## src/rtl/lsu_pkg.sv

```systemverilog
// rtl/lsu_pkg.sv - shared widths and FSM state type for the load/store unit
package lsu_pkg;

  localparam int DEF_WORDSIZE = 64;
  localparam int DEF_SIZE     = 32;
  localparam int DEF_ADDR_W   = $clog2(DEF_SIZE);
  localparam int DEF_OFFSET_W = 12;

  typedef enum logic [1:0] {
    IDLE   = 2'd0,
    ACCESS = 2'd1,
    RESP   = 2'd2
  } state_e;

endpackage

```

## src/rtl/lsu_agu.sv

```systemverilog
// rtl/lsu_agu.sv - effective address adder; range fault under LSU_RANGE_CHECK_EN
module lsu_agu
  import lsu_pkg::*;
#(
  parameter int WORDSIZE = DEF_WORDSIZE,
  parameter int SIZE     = DEF_SIZE,
  parameter int OFFSET_W = DEF_OFFSET_W
) (
  input  logic [WORDSIZE-1:0] base,
  input  logic [OFFSET_W-1:0] offset,
  output logic [WORDSIZE-1:0] ea,
  output logic                fault
);

  logic [WORDSIZE-1:0] offset_sext;

  // Sign-extend the offset and add modulo 2^WORDSIZE; negative results wrap high.
  always_comb begin
    offset_sext = {{(WORDSIZE-OFFSET_W){offset[OFFSET_W-1]}}, offset};
    ea          = base + offset_sext;
  end

`ifdef LSU_RANGE_CHECK_EN
  // Full-width unsigned compare so wrapped negative addresses also fault.
  assign fault = (ea >= WORDSIZE'(SIZE));
`else
  assign fault = 1'b0;
`endif

endmodule

```

## src/rtl/load_store_unit.sv

```systemverilog
// rtl/load_store_unit.sv - single-outstanding load/store front end (option: LSU_RANGE_CHECK_EN)
module load_store_unit
  import lsu_pkg::*;
#(
  parameter int WORDSIZE = DEF_WORDSIZE,
  parameter int SIZE     = DEF_SIZE,
  parameter int ADDR_W   = DEF_ADDR_W,
  parameter int OFFSET_W = DEF_OFFSET_W
) (
  input  logic                clk,
  input  logic                reset,
  input  logic                req_valid,
  output logic                req_ready,
  input  logic                req_store,
  input  logic [WORDSIZE-1:0] req_base,
  input  logic [OFFSET_W-1:0] req_offset,
  input  logic [WORDSIZE-1:0] req_wdata,
  output logic                resp_valid,
  input  logic                resp_ready,
  output logic [WORDSIZE-1:0] resp_rdata,
  output logic                resp_fault,
  output logic [ADDR_W-1:0]   mem_addr,
  output logic [WORDSIZE-1:0] mem_wdata,
  output logic                mem_write_enable,
  output logic                mem_read,
  input  logic [WORDSIZE-1:0] mem_rdata
);

  state_e              state_q, state_d;
  logic                store_q, store_d;
  logic                fault_q, fault_d;
  logic [ADDR_W-1:0]   addr_q, addr_d;
  logic [WORDSIZE-1:0] wdata_q, wdata_d;
  logic [WORDSIZE-1:0] resp_rdata_q, resp_rdata_d;
  logic                resp_fault_q, resp_fault_d;

  logic [WORDSIZE-1:0] agu_ea;
  logic                agu_fault;
  logic                in_access;
  logic                unused_ea_hi;

  lsu_agu #(
    .WORDSIZE (WORDSIZE),
    .SIZE     (SIZE),
    .OFFSET_W (OFFSET_W)
  ) u_agu (
    .base   (req_base),
    .offset (req_offset),
    .ea     (agu_ea),
    .fault  (agu_fault)
  );

  // Only the low address bits reach the memory; the rest feed the fault check.
  assign unused_ea_hi = ^agu_ea[WORDSIZE-1:ADDR_W];

  // Next-state and latch logic for the IDLE -> ACCESS -> RESP sequence.
  always_comb begin
    state_d      = state_q;
    store_d      = store_q;
    fault_d      = fault_q;
    addr_d       = addr_q;
    wdata_d      = wdata_q;
    resp_rdata_d = resp_rdata_q;
    resp_fault_d = resp_fault_q;
    case (state_q)
      IDLE: begin
        if (req_valid) begin
          state_d = ACCESS;
          store_d = req_store;
          fault_d = agu_fault;
          addr_d  = agu_ea[ADDR_W-1:0];
          wdata_d = req_wdata;
        end
      end
      ACCESS: begin
        state_d      = RESP;
        resp_fault_d = fault_q;
        resp_rdata_d = (!store_q && !fault_q) ? mem_rdata : '0;
      end
      RESP: begin
        if (resp_ready) begin
          state_d = IDLE;
        end
      end
      default: state_d = IDLE;
    endcase
  end

  // State, request latches and response register; reset discards any operation.
  always_ff @(posedge clk or posedge reset) begin
    if (reset) begin
      state_q      <= IDLE;
      store_q      <= 1'b0;
      fault_q      <= 1'b0;
      addr_q       <= '0;
      wdata_q      <= '0;
      resp_rdata_q <= '0;
      resp_fault_q <= 1'b0;
    end else begin
      state_q      <= state_d;
      store_q      <= store_d;
      fault_q      <= fault_d;
      addr_q       <= addr_d;
      wdata_q      <= wdata_d;
      resp_rdata_q <= resp_rdata_d;
      resp_fault_q <= resp_fault_d;
    end
  end

  // Memory strobes exist only in ACCESS; write enable also drops with reset itself.
  always_comb begin
    in_access        = (state_q == ACCESS);
    mem_addr         = in_access ? addr_q : '0;
    mem_wdata        = (in_access && store_q && !fault_q) ? wdata_q : '0;
    mem_write_enable = in_access && store_q && !fault_q && !reset;
    mem_read         = in_access && !store_q && !fault_q;
    req_ready        = (state_q == IDLE);
    resp_valid       = (state_q == RESP);
    resp_rdata       = resp_rdata_q;
    resp_fault       = resp_fault_q;
  end

endmodule

```

## config.mk

```make
export PLATFORM = sky130hd
export DESIGN_NAME = load_store_unit
export DESIGN_NICKNAME = d
export VERILOG_FILES = /design/src/rtl/lsu_pkg.sv /design/src/rtl/lsu_agu.sv /design/src/rtl/load_store_unit.sv
export SDC_FILE = /design/constraint.sdc
export NUM_CORES = 1
export LEC_CHECK = 0
export ABC_AREA = 1
export BUFFER_PORTS_ARGS = -buffer_cell sky130_fd_sc_hd__buf_2
export CAP_MARGIN = 40
export CELL_PAD_IN_SITES_DETAIL_PLACEMENT = 0
export CELL_PAD_IN_SITES_GLOBAL_PLACEMENT = 1
export CORE_MARGIN = 2
export CORE_UTILIZATION = 35
export CTS_CLUSTER_DIAMETER = 50
export CTS_CLUSTER_SIZE = 25
export DETAILED_ROUTE_END_ITERATION = 8
export PLACE_DENSITY = 0.89
export SLEW_MARGIN = 20
export SYNTH_ARGS = -nofsm -noshare
export SYNTH_HDL_FRONTEND = slang
export SYNTH_HIERARCHICAL = 1
export SYNTH_SLANG_ARGS = --single-unit
```

## constraint.sdc

```tcl
create_clock -name clk -period 7.3 [get_ports clk]
set_input_delay 0.73 -clock clk [delete_from_list [all_inputs] [get_ports clk]]
set_output_delay 0.73 -clock clk [all_outputs]
set_load 0.05 [all_outputs]
```

==> results.ini <==
[route]
firstDrtPassIters=4
wire_per_inst_um=14.2
drc_errors=0
routed_wl_um=18000
drtIter0Drc=267
avgViaCountPerCell=4.67
vias=5906
postRouteAntennaNets=0

[timing]
maxSlewHeadroom_pct=45.9
hold_slack_ns=0.400
fin_crit_ns=2.81
fmax_ghz=0.356
slew_viol_final=0
setup_viol=0
finClkSkew_ns=0.00843
post-route-period-util_pct=38.4
hold_viol_final=0
rsz0062_at_grt=false
worstMarginPinSlew_ns=0.811
fin_setup_tns_ns=0
fin_ws_ns=4.49

[power_and_ir_drop]
seqPwrFrac_pct=32.3
power_frac_clock_pct=22.7
p_leak_nw=5.01
swShare_pct=48.6
p_int_mw=2.07
p_per_area_nw_per_um2=479
p_comb_share_pct=45.0
p_switching_mw=1.96
ir_drop_uv=240

[global_route]
antenna_found_initial=0
grt-ovfl-total=0
grt_pass1_wl_um=27700
grt_usage_pct=18.6
grt_pass1_vias=5369
grt_max_degree=74

[floorplan]
die-width_um=138
io_pins=347
start_util_pct=36.0
die_area_um2=19000
die_y_um=138
core_um2=17400
rows=48

[synth]
synth_area_um2=6270
yosysWarnings=6
syn_inst=775
syn_avg_cell_area_um2=8.09
synthesis.nets=990

[cts]
cts_root_buf=clkbuf_16
cts_resized=0
cts_num_sinks=138
hold_buffers=0
clock_latency_ns=0.41
cts_max_level=4
post_cts_buffers=0
clockBufferDepth=2
path_clk_slew_ns=0.06
numCtsBuffers=17
cts_tree=done

[placement]
dp.cells=1232
hpwl_um=11800
io_buffers=280
place_ws_ns=4.42
globalplace.congestion=0.763

[setup_path]
cp_max_fo=65
worstSetupEndpointType=primary output
required_ns=6.57
crit_type=reg2out
path_cells=inv_1 > nand3_2 > buf_4 > nor3_1 > buf_2
crit_slowest_cell=buf_4
cp.arrival_ns=2.08
startpoint_type=flop
max_stage_delay_ns=0.54
reg2reg_slack_ns=4.72

[run]
max_cap_violations=0

[cells_and_area]
multi_input_area_um2=2260
layout_commonest_cell=buf_2
drive_gt1_share_pct=32.0
final_util_pct=48.3
diodes=0
fin_cells=1264
seq_area_um2=3450
nets=1241
nFillCells=1758
final_cell_mix=280 x buf_2, 276 x nand2_1, 137 x nand3_1, 137 x dfrtp_1, 75 x inv_1
area_growth_pct=34.1

[hold_path]
hp-class=in2async

[status]
status=completed

power groups by stage:
| stage | logic (mW) | clock network (mW) | registers, mW |
|---|---|---|---|
| 5_1_grt | 1.98 | 0.968 | 1.35 |
| 3_3_place_gp | 1.82 | 0 | 1.30 |
| 2_1_floorplan | 0.913 | 0 | 1.79 |
| 6_report | 1.81 | 0.915 | 1.30 |
| 3_5_place_dp | 1.84 | 0 | 1.31 |
| 4_1_cts | 1.84 | 0.936 | 1.30 |
per-layer routing:
layer  GRT usage [%]  part of all wire, %  up-vias
met4            5.50                  1.2        0
met5               0                    0        -
met3            6.40                  8.7       15
met2            29.8                   46      210
met1            24.0                   44     2736
li1                -                    -     2945
path summary, 6_finish.rpt:
kind / start / end / depth (start not counted)
setup / recovery: state_q[1]$_DFFE_PP0P_ / mem_wdata[8] / 5
hold / removal: reset / wdata_q[42]$_DFFE_PP0P_ / 2
setup reg to reg: state_q[1]$_DFFE_PP0P_ / wdata_q[28]$_DFFE_PP0P_ / 6
hold reg to reg: wdata_q[8]$_DFFE_PP0P_ / wdata_q[8]$_DFFE_PP0P_ / 2
max in group asynchronous: reset / resp_rdata[39]$_DFFE_PP0N_ / 4
min in group clk: wdata_q[8]$_DFFE_PP0P_ / wdata_q[8]$_DFFE_PP0P_ / 2
sequential cells by signal, indices dropped and copies added (netlist names):
register    cells
resp_rdata     64
wdata_q        64
addr_q          5
state_q         2
fault_q         1
resp_fault      1
store_q         1
critical path, delay by kind of cell (launching register included):
family | cells | cell delay (ns)
simple gates | 2 | 0.20
buf+inv | 3 | 0.91
flops | 1 | 0.47
per-stage QoR:
stage | instance area [um^2] | total power [mW]
after global placement | 7760 | 3.12
after detailed placement | 7780 | 3.15
after global routing | 8410 | 4.30
after CTS | 8410 | 4.08
final | 8410 | 4.03
after floorplan | 6270 | 2.70
cell type report:
cell class | instances | area share, %
Tap cell | 225 | 3.35
Timing Repair Buffer | 290 | 17.7
Sequential cell | 138 | 41.1
Multi-Input combinational cell | 503 | 26.9
Clock inverter | 14 | 2.23
Inverter | 76 | 3.45
Clock buffer | 18 | 5.22
(Power assumes the default switching activity.)
